[src/rtl/xbus_uart_tx.sv]
// Memory-mapped 8N1 UART transmitter on the xbus, with a TX FIFO and a programmable baud divisor.
// Latency: register reads are combinational; txd falls one clock after the push or enable write lands.
// Backpressure: none; a push into a full FIFO is dropped and sets the sticky ovf flag.
module xbus_uart_tx #(
  parameter logic [31:0] BASE_ADDR = 32'h1000_0000,
  parameter int          DEPTH     = 8,
  parameter logic [15:0] DIV_RST   = 16'd867
) (
  input  logic        clk,
  input  logic        rst,
  input  logic        xbus_as,
  input  logic        xbus_we,
  input  logic [3:0]  xbus_be,
  input  logic [31:0] xbus_addr,
  input  logic [31:0] xbus_wdata,
  output logic [31:0] xbus_rdata,
  output logic        txd,
  output logic        irq
);

  localparam int AW = $clog2(DEPTH);
  localparam int CW = AW + 1;

  typedef enum logic [1:0] {IDLE, START, DATA, STOP} state_t;

  state_t         state, state_nxt;
  logic [15:0]    baud_cnt, baud_nxt;
  logic [2:0]     bit_idx, bit_idx_nxt;
  logic [7:0]     shift, shift_nxt;
  logic           txd_nxt;
  logic           pop;
  logic           bit_end;

  logic [7:0]     mem [DEPTH];
  logic [AW-1:0]  wr_ptr, rd_ptr;
  logic [CW-1:0]  count;
  logic           full, empty;
  logic           ovf;
  logic [15:0]    div;
  logic           tx_en, irq_en;

  logic           hit;
  logic [1:0]     sel;
  logic           wr_txdata, wr_status, wr_div, wr_ctrl;
  logic           push_ok, push_drop;

  // Address decode: one 16-byte window, word-selected by addr[3:2].
  assign hit       = xbus_as && (xbus_addr[31:4] == BASE_ADDR[31:4]);
  assign sel       = xbus_addr[3:2];
  assign wr_txdata = hit && xbus_we && (sel == 2'd0) && xbus_be[0];
  assign wr_status = hit && xbus_we && (sel == 2'd1);
  assign wr_div    = hit && xbus_we && (sel == 2'd2);
  assign wr_ctrl   = hit && xbus_we && (sel == 2'd3) && xbus_be[0];

  assign full      = (count == CW'(DEPTH));
  assign empty     = (count == '0);
  // Full is judged on the registered count, so a pop in the same cycle does not rescue a push.
  assign push_ok   = wr_txdata && !full;
  assign push_drop = wr_txdata && full;

  assign bit_end   = (baud_cnt >= div);

  // Combinational read mux; reads have no side effects.
  always_comb begin
    xbus_rdata = '0;
    if (hit && !xbus_we) begin
      case (sel)
        2'd1:    xbus_rdata = {16'h0000, 8'(count), 4'h0, ovf, (state != IDLE), empty, full};
        2'd2:    xbus_rdata = {16'h0000, div};
        2'd3:    xbus_rdata = {30'h0, irq_en, tx_en};
        default: xbus_rdata = '0;
      endcase
    end
  end

  // Control and status registers written from the bus.
  always_ff @(posedge clk) begin
    if (rst) begin
      div    <= DIV_RST;
      tx_en  <= 1'b1;
      irq_en <= 1'b0;
      ovf    <= 1'b0;
    end else begin
      if (wr_div && xbus_be[0]) div[7:0]  <= xbus_wdata[7:0];
      if (wr_div && xbus_be[1]) div[15:8] <= xbus_wdata[15:8];
      if (wr_ctrl) begin
        tx_en  <= xbus_wdata[0];
        irq_en <= xbus_wdata[1];
      end
      if (push_drop)
        ovf <= 1'b1;
      else if (wr_status && xbus_be[0] && xbus_wdata[3])
        ovf <= 1'b0;
    end
  end

  // FIFO storage; contents need no reset because count gates every read.
  always_ff @(posedge clk) begin
    if (push_ok) mem[wr_ptr] <= xbus_wdata[7:0];
  end

  // FIFO pointers and occupancy; pointers wrap naturally at the power-of-two depth.
  always_ff @(posedge clk) begin
    if (rst) begin
      wr_ptr <= '0;
      rd_ptr <= '0;
      count  <= '0;
    end else begin
      if (push_ok) wr_ptr <= wr_ptr + AW'(1);
      if (pop)     rd_ptr <= rd_ptr + AW'(1);
      case ({push_ok, pop})
        2'b10:   count <= count + CW'(1);
        2'b01:   count <= count - CW'(1);
        default: count <= count;
      endcase
    end
  end

  // Serialiser next-state: bit timing, shifting, and back-to-back frame chaining from STOP.
  always_comb begin
    state_nxt   = state;
    baud_nxt    = bit_end ? 16'd0 : baud_cnt + 16'd1;
    bit_idx_nxt = bit_idx;
    shift_nxt   = shift;
    pop         = 1'b0;
    case (state)
      IDLE: begin
        baud_nxt    = 16'd0;
        bit_idx_nxt = 3'd0;
        if (!empty && tx_en) begin
          pop       = 1'b1;
          shift_nxt = mem[rd_ptr];
          state_nxt = START;
        end
      end
      START: begin
        if (bit_end) begin
          bit_idx_nxt = 3'd0;
          state_nxt   = DATA;
        end
      end
      DATA: begin
        if (bit_end) begin
          shift_nxt   = {1'b0, shift[7:1]};
          bit_idx_nxt = bit_idx + 3'd1;
          if (bit_idx == 3'd7) state_nxt = STOP;
        end
      end
      STOP: begin
        if (bit_end) begin
          if (!empty && tx_en) begin
            pop       = 1'b1;
            shift_nxt = mem[rd_ptr];
            state_nxt = START;
          end else begin
            state_nxt = IDLE;
          end
        end
      end
      default: state_nxt = IDLE;
    endcase
    // Line level is derived from the next state so txd is a clean flop output.
    case (state_nxt)
      START:   txd_nxt = 1'b0;
      DATA:    txd_nxt = shift_nxt[0];
      default: txd_nxt = 1'b1;
    endcase
  end

  // Serialiser state register; reset abandons any frame in flight and idles the line.
  always_ff @(posedge clk) begin
    if (rst) begin
      state    <= IDLE;
      baud_cnt <= '0;
      bit_idx  <= '0;
      shift    <= '0;
      txd      <= 1'b1;
    end else begin
      state    <= state_nxt;
      baud_cnt <= baud_nxt;
      bit_idx  <= bit_idx_nxt;
      shift    <= shift_nxt;
      txd      <= txd_nxt;
    end
  end

  // TX-done interrupt, registered one cycle behind the idle-and-drained condition.
  always_ff @(posedge clk) begin
    if (rst) irq <= 1'b0;
    else     irq <= irq_en && empty && (state == IDLE);
  end

endmodule

[config.mk]
export PLATFORM = sky130hd
export DESIGN_NAME = xbus_uart_tx
export DESIGN_NICKNAME = d
export VERILOG_FILES = /design/src/rtl/xbus_uart_tx.sv
export SDC_FILE = /design/constraint.sdc
export NUM_CORES = 1
export LEC_CHECK = 0
export BUFFER_PORTS_ARGS = -buffer_cell sky130_fd_sc_hd__buf_2
export CORE_ASPECT_RATIO = 1.25
export CORE_MARGIN = 2
export CORE_UTILIZATION = 30
export DETAILED_ROUTE_END_ITERATION = 6
export SLEW_MARGIN = 5
export SYNTH_ARGS = -nofsm -noshare
export SYNTH_HDL_FRONTEND = slang
export SYNTH_SLANG_ARGS = --single-unit
[constraint.sdc]
create_clock -name clk -period 3.3 [get_ports clk]
set_input_delay 0 -clock clk [delete_from_list [all_inputs] [get_ports clk]]
set_output_delay 0 -clock clk [all_outputs]
set_load 0.01 [all_outputs]
==> run summary, run 1 <==
The run finished with clean final reports. Global routing consumed, over all layers together, 13.6% of the routing resources. sky130_fd_sc_hd__edfxtp_1 takes more of the synthesized area than any other cell. The die covers 21500 um^2. The initial antenna violation count came out at 0. The total via count in the routed design is 4388. The via count of the first global-routing pass came out at 4276. From bottom edge to top edge, the die measures 164 um. The average detailed-routed wire length per instance is 14.8 um.

The path length in cells of the critical path came out at 15. The predominant post-synthesis flop cell is sky130_fd_sc_hd__edfxtp_1. The startpoint identified for the worst hold timing path is rst. The number of max-capacitance violations reported came out at 0.

On the final layout, the worst hold slack is 0.0198 ns. The critical path ends at count[3]$_SDFFE_PP0P_. TritonCTS built the clock tree. The average via count per standard cell came out at 4.65. The standby leakage power came out at about 2.9 nW.

The ratio of final minimum period to clock period is 94.9%. The most common library cell in the layout ignoring fill and taps is sky130_fd_sc_hd__nor2_1. The tightest min-delay check is of the in -> reg type. Static timing analysis puts the maximum clock frequency at 319 MHz. The clock transition at the register clock pins on the worst setup and hold paths after CTS is roughly 0.06 ns. The mean instance size in the synthesized netlist came out at 11.1 um^2. The number of register bits inferred by synthesis is 127. Yosys printed 0 warnings. The number of core rows came out at 58. The count of final hold-check violations came to 0. Leaving out fill and tap cells, the most frequent cells in the layout are 78 x sky130_fd_sc_hd__nor2_1, 69 x sky130_fd_sc_hd__buf_2, 64 x sky130_fd_sc_hd__edfxtp_1. The total power per unit cell area is 474 nW/um^2. The count of routing violations after the opening detailed-route iteration is 250. The count of endpoints failing setup in the final report came out at 0. The final layout contains routed wiring with a total length of approximately 14 mm. Summing the sequential cell areas from Yosys gives 52.1% of the chip area. The number of cells in the finished layout apart from fillers is approximately 940. The reg-to-reg critical path endpoint is count[3]$_SDFFE_PP0P_. The count of final max-slew check failures was 0. The highest cell delay on the worst timing path is 0.47 ns. The actual slew at the worst max-slew pin came out at 0.744 ns. The post-route antenna net violation count is 0. The count of different cell masters after synthesis came out at between 50 and 60. The tree is rooted in a sky130_fd_sc_hd__clkbuf_16.

Pin placement for this block handled 106 I/O pins. The endpoint required time on the critical path is 3.64 ns. The maximum number of pins on one net before global-route repair is 25. The worst setup path is of the reg -> reg kind.

The final setup skew came out at 0.00985 ns. The number of inserted filler cells in the final layout came out at 1953. The largest individual stage delay along the critical path comes from the cell sky130_fd_sc_hd__a2111o_1.

The buffering stage count on the worst path with inverters included came out at 3. The congestion estimate from routability-driven global placement came to roughly 0.79. The area of the core is 20000 um^2. The clock drives approximately 130 sinks. The signal on the critical path passes through inv_1 -> ha_1 -> nand2b_1 -> a2111o_1 -> nand3_2 -> a31oi_1 -> o21ai_1 -> inv_2 -> ha_4 -> inv_1 -> mux2_2 -> o22ai_2 -> o21ai_1 -> or3_1 -> a21oi_1. The share of layout cells above drive strength 1 came out at between 20% and 30%.

The number of levels the H-tree was split into is 4. The headroom to the max-slew limit is 50.3%. Ranked by total cell area, the synthesized netlist is headed by sky130_fd_sc_hd__edfxtp_1 31%, sky130_fd_sc_hd__dfxtp_1 21%, sky130_fd_sc_hd__ha_1 6.1%. The wire length of the first global-routing pass came out at 22.5 mm. The reg-to-reg critical path startpoint is baud_cnt[0]$_SDFF_PP0_. The port buffer count is between 60 and 70. The clock period minus final worst setup slack is 3.13 ns.

The nature of the critical path startpoint is a flop. The register-to-register setup slack came out at 0.17 ns. The portion of synthesized cell area occupied by the leading cell type is 31.4%. The gate count of the mapped netlist came out at 551. The effective utilization at floorplan came out at 30.5%.

The total clock buffers created by CTS is 17. From left edge to right edge, the die measures 132 um. The number of cell instances on the worst register-to-register path came out at 15. The kind of cell with the highest combined delay along the critical path is compound AO/OA/AOI/OAI gates.

After global routing the overflow that remains totals 0. The maximum fanout along the worst path came out at 3. In this run the worst setup path begins at baud_cnt[0]$_SDFF_PP0_. The maximum count of clock buffers along a single path came out at 2. VDD sags by at most about 0.24 mV.

The clock network latency to the later pin of the worst-skew pair is 0.42 ns. The endpoint kind of the worst setup timing path is a flop. The number of remaining DRC errors is 0. The post-layout total power is 3.64 mW.

The share of flip-flops with an asynchronous set or reset came out at 0%. In this run the cell area of the synthesized design comes to 6110 um^2. Detailed placement ended at an HPWL of 9.97 mm.

The number of optimization iterations in the first detailed-route pass is 5. STA puts the critical path data arrival time at 3.48 ns. The synthesized design contains 64 enable-type register cells. In this run, placement finished with an instance count of between 800 and 900. The area overhead of the layout relative to synthesis came out at 25.4%. The number of diodes came out at 0. After the last flow step, the layout net total stands at 764.
logic make-up (layout without fill, tap and decap cells):
| logic type | after synthesis | after routing | share of synthesized area [%] |
|---|---|---|---|
| adder cells (fa/ha/maj) | 30 | 30 | 6.14 |
| buffers and inverters | 66 | 174 | 5.20 |
| XOR/XNOR | 19 | 19 | 2.72 |
| AND/OR/NAND/NOR | 178 | 178 | 14.0 |
| flip-flops | 127 | 127 | 52.1 |
| AO/OA/AOI/OAI | 86 | 86 | 9.23 |
| multiplexers | 44 | 44 | 10.5 |
| other | 1 | 16 | 0.0614 |
what timing repair did:
item	CTS	global route
gates resized for setup	0	12
buffers inserted	0	3
hold buffers	17	0
setup endpoints to repair	0	2
hold endpoints to repair	82	0
report_power, final:
group / leakage (nW) / internal (mW) / switching [mW] / total [mW]
clock network: 0.284 / 1.19 / 0.699 / 1.89
registers: 1.08 / 1.65 / 0.00000000163 / 1.65
logic: 1.54 / 0.0414 / 0.0525 / 0.0939
total: 2.91 / 2.88 / 0.751 / 3.64
Yosys cell counts (8+ instances only):
| library cell | count |
|---|---|
| sky130_fd_sc_hd__a21oi_1 | 26 |
| sky130_fd_sc_hd__a22oi_1 | 15 |
| sky130_fd_sc_hd__and2_1 | 8 |
| sky130_fd_sc_hd__buf_4 | 16 |
| sky130_fd_sc_hd__clkbuf_1 | 13 |
| sky130_fd_sc_hd__dfxtp_1 | 63 |
| sky130_fd_sc_hd__edfxtp_1 | 64 |
| sky130_fd_sc_hd__ha_1 | 30 |
| sky130_fd_sc_hd__inv_1 | 32 |
| sky130_fd_sc_hd__mux2i_1 | 26 |
| sky130_fd_sc_hd__mux4_2 | 16 |
| sky130_fd_sc_hd__nand2_1 | 29 |
| sky130_fd_sc_hd__nand2b_1 | 8 |
| sky130_fd_sc_hd__nand3_1 | 15 |
| sky130_fd_sc_hd__nor2_1 | 78 |
| sky130_fd_sc_hd__nor3_1 | 8 |
| sky130_fd_sc_hd__o21ai_0 | 11 |
| sky130_fd_sc_hd__xnor2_1 | 9 |
| sky130_fd_sc_hd__xor2_1 | 10 |
per-stage QoR:
stage          cell area (um^2)  setup TNS (ns)  utilization [%]  setup WS (ns)
2_1_floorplan              6170               0                -          0.105
3_3_place_gp               6820               0             34.0          0.125
3_5_place_dp               6820               0             34.0         0.0821
4_1_cts                    7580               0             37.9         0.0302
5_1_grt                    7670        -0.00861             38.3       -0.00861
6_report                   7670               0             38.3          0.167
routing by layer:
layer	vias up	GRT usage [%]	wire length (um)	share of wire (%)
met5	-	0	0	0
met4	0	5.83	216	1.5
met3	16	2.30	477	3.4
met2	122	24.8	7320	52
met1	2064	15.6	5990	43
li1	2186	-	-	-
worst min-delay path by stage:
stage / to / cells after the start
after detailed placement: div[9]$_SDFFE_PP1P_ / 3
final: bit_idx[0]$_SDFFE_PP0P_ / 2
after global routing: bit_idx[0]$_SDFFE_PP0P_ / 2
after floorplan: mem[0][0]$_DFFE_PP_ / 0
after CTS: ovf$_SDFFE_PP0P_ / 4
after global placement: div[12]$_SDFFE_PP0P_ / 3
area by class of cell:
cell class / count / area, um^2 / share of cell area (%)
clock inverters: 12 / 163 / 2.12
clock buffers: 19 / 433 / 5.65
inverters: 32 / 120 / 1.57
well taps: 270 / 338 / 4.41
repair buffers: 111 / 703 / 9.17
multi-input cells: 373 / 2720 / 35.5
flip-flops and latches: 127 / 3190 / 41.6
sequential cells by signal, indices dropped and copies added (netlist names), 2 cells and up, named ones only:
register and cells:
bit_idx 3, wr_ptr 3, state 2, shift 8, baud_cnt 16, count 4, rd_ptr 3, mem 64
div 16
Note: power is estimated with default switching activity, not from simulation.
==> inputs of run 2 (changes only) <==
Settings changed: CTS_BUF_LIST from default to sky130_fd_sc_hd__clkbuf_2.
==> run 2 against run 1 <==
Against the previous run: global-route usage rose by 0.13 points; clock power fell by 46%; critical endpoint unchanged; power fell by 23%.
==> run summary, run 2 (synthesis results as in run 1) <==
The largest vdd supply drop came to 0.165 mV (was 0.239 mV). The die width came out at 132 um (unchanged). Highest-count cells in the layout ignoring fill and taps: 78 x sky130_fd_sc_hd__nor2_1, 69 x sky130_fd_sc_hd__buf_2, 64 x sky130_fd_sc_hd__edfxtp_1 (unchanged).

Status: completed (unchanged). The area used by sequential logic in the layout is 3190 um^2 (about the same). The area of the die is 21500 um^2 (unchanged). The number of optimization iterations in the first detailed-route pass came to 4 (was 5). The average detailed-routed wire length per instance came out at 14.7 um (was 14.8 um). The share of layout cells above drive strength 1 came out at 23.3% (was 23.4%). The clock period minus final worst setup slack was 3.14 ns (was 3.13 ns). The number of sinks driven by the clock tree came to 127 (unchanged). The port buffer count is 69 (unchanged). The number of cells on the worst hold path is 8 (was 2). The total power per unit cell area came out at 368 nW/um^2 (was 474 nW/um^2). The number of primary I/O pins was 106 (unchanged). The kind of path behind the tightest hold check is in -> reg (unchanged). The number of levels the H-tree was split into was 4 (unchanged).

The die outline height is 164 um (unchanged). The area of the multi-input gates is 2710 um^2 (was 2720 um^2). The number of flip-flops under the largest register name came out at 64 (unchanged). The detailed placement HPWL came out at 9.97 mm (unchanged). The actual slew at the worst max-slew pin was 0.752 ns (was 0.744 ns). The ratio of final minimum period to clock period came out at 95.1% (was 94.9%). The area overhead of the layout relative to synthesis came to 23.8% (was 25.4%).

The maximum fanout along the worst path came to 3 (unchanged). Largest registers ranked by flip-flop count: mem: 64 flops, baud_cnt: 16 flops, div: 16 flops (unchanged). The clock network latency to the later pin of the worst-skew pair came out at 0.70 ns (was 0.42 ns). The count of endpoints failing setup in the final report came to 0 (unchanged). The area of the core came out at 20000 um^2 (unchanged). The standby leakage power came to 2.87 nW (was 2.91 nW).

The count of routing violations after the opening detailed-route iteration was 233 (was 250). The via count of the first global-routing pass came out at 4373 (was 4276). The total clock buffers created by CTS was 17 (unchanged). The maximum count of clock buffers along a single path came to 2 (unchanged).

The maximum number of pins on one net before global-route repair came out at 25 (unchanged). The most common library cell in the layout ignoring fill and taps is sky130_fd_sc_hd__nor2_1 (unchanged). The final global-route overflow total came out at 0 (unchanged). The upper clock frequency limit came out at 319 MHz (about the same). The total negative setup slack came out at 0 ns (unchanged). The arrival time of the worst setup path came out at 3.75 ns (was 3.48 ns). The endpoint required time on the critical path came out at 3.91 ns (was 3.64 ns). The final wirelength is 14.2 mm (was 14.0 mm). The initial antenna violation count is 1 (was 0).

The average via count per standard cell came to 4.65 (about the same). The startpoint-to-endpoint class of the critical path was reg -> reg (unchanged). The cell with the largest stage delay on the worst path is sky130_fd_sc_hd__a2111o_1 (unchanged).

The final hold slack was 0.127 ns (was 0.0198 ns). The wire length of the first global-routing pass came out at 22.7 mm (was 22.5 mm). The count of final hold-check violations came out at 0 (unchanged). The number of cell instances on the worst register-to-register path is 15 (unchanged). The clock transition at the register clock pins on the worst setup and hold paths after CTS is 0.19 ns (was 0.06 ns). The net count of the finished layout was 789 (was 764). The number of core rows is 58 (unchanged).

The effective utilization at floorplan is 30.5% (unchanged). The number of max-capacitance violations reported is 0 (unchanged). The count of final max-slew check failures came to 0 (unchanged). The headroom to the max-slew limit is 49.8% (was 50.3%). The total via count in the routed design came out at 4508 (was 4388). The number of inserted filler cells in the final layout is 1982 (was 1953). The number of remaining DRC errors came out at 0 (unchanged). The final estimated routing congestion in global placement was 0.793 (unchanged). The final setup skew is 0.0374 ns (was 0.00985 ns).

The register bank with the most flops is mem (unchanged). The clock tree from TritonCTS was yes (unchanged). The aggregate global-route resource usage is 13.7% (was 13.6%). The endpoint kind of the worst setup timing path was a flop (unchanged). The post-route antenna net violation count came to 0 (unchanged). The clock root buffer is sky130_fd_sc_hd__clkbuf_2 (was sky130_fd_sc_hd__clkbuf_16).

The nature of the critical path startpoint is a flop (unchanged). The highest cell delay on the worst timing path came out at 0.45 ns (was 0.47 ns). Cell chain of the critical path: inv_1 -> ha_1 -> nand2b_1 -> a2111o_1 -> nand3_2 -> a31oi_1 -> o21ai_1 -> inv_2 -> ha_4 -> inv_1 -> mux2_2 -> o22ai_2 -> o21ai_1 -> or3_1 -> a21oi_1 (unchanged).
==> run 2: changes by cell type in the layout (fill, tap and decap cells not counted), moves of 2 or more <==
cell                            before  now
sky130_fd_sc_hd__dfxtp_2             2    5
sky130_fd_sc_hd__dfxtp_1            61   58
sky130_fd_sc_hd__clkbuf_1            2    0
sky130_fd_sc_hd__dlygate4sd3_1      17   41
sky130_fd_sc_hd__clkbuf_16          17    0
sky130_fd_sc_hd__clkbuf_2            0   19
==> run 2: metrics by stage <==
stage	instance area [um^2]	std cells	util (%)	setup slack (ns)	power, mW
floorplan	6170	566	-	0.105	1.73
global placement	6820	893	34.0	0.125	1.77
detailed placement	6820	893	34.0	0.0821	1.77
CTS	7490	965	37.4	0.0269	2.81
global route	7570	970	37.8	-0.0129	2.90
finish	7570	970	37.8	0.160	2.79
==> run 2: final timing paths <==
path,start,endpoint,slack [ns]
setup / recovery,baud_cnt[0]$_SDFF_PP0_,count[3]$_SDFFE_PP0P_,0.16
hold / removal,xbus_addr[25],tx_en$_SDFFE_PP1P_,0.13
setup reg to reg,baud_cnt[0]$_SDFF_PP0_,count[3]$_SDFFE_PP0P_,0.16
hold reg to reg,bit_idx[1]$_SDFFE_PP0P_,bit_idx[1]$_SDFFE_PP0P_,0.49
==> run 2: what timing repair did <==
action | 4_1_cts | 5_1_grt
setup buffers | 0 | 4
pin swaps | 0 | 7
endpoints found under the hold margin | 101 | 0
setup endpoints to repair | 1 | 2
hold buffers | 41 | 0
gates resized for setup | 1 | 13
==> run 2: layout make-up <==
type	count	share of cell area, %
Clock inverter	12	2.15
Multi-Input combinational cell	373	35.8
Sequential cell	127	42.1
Inverter	32	1.59
Timing Repair Buffer	136	12.6
Clock buffer	19	1.26
Tap cell	270	4.46
Antenna cell	1	0.0331
==> run 2: per-layer routing <==
layer	vias up	share of wire (%)	global-route usage [%]
met4	0	1.5	5.09
met2	139	53	25.4
met5	-	0	0
met1	2124	42	15.6
met3	14	4.1	2.76
li1	2231	-	-
==> run 2: where the power goes <==
group | switching [mW] | internal (mW)
combinational | 0.0539 | 0.0461
sequential | 0.00000000162 | 1.65
clock | 0.603 | 0.431
total | 0.657 | 2.13
==> run 2: worst max-delay path, delay by kind of cell, from the launching register on <==
| kind | cells | cell delay, ns |
|---|---|---|
| compound gates | 6 | 1.09 |
| fa+ha+maj | 2 | 0.46 |
| buf+inv | 3 | 0.23 |
| flops | 1 | 0.37 |
| mux | 1 | 0.35 |
| simple gates | 3 | 0.57 |
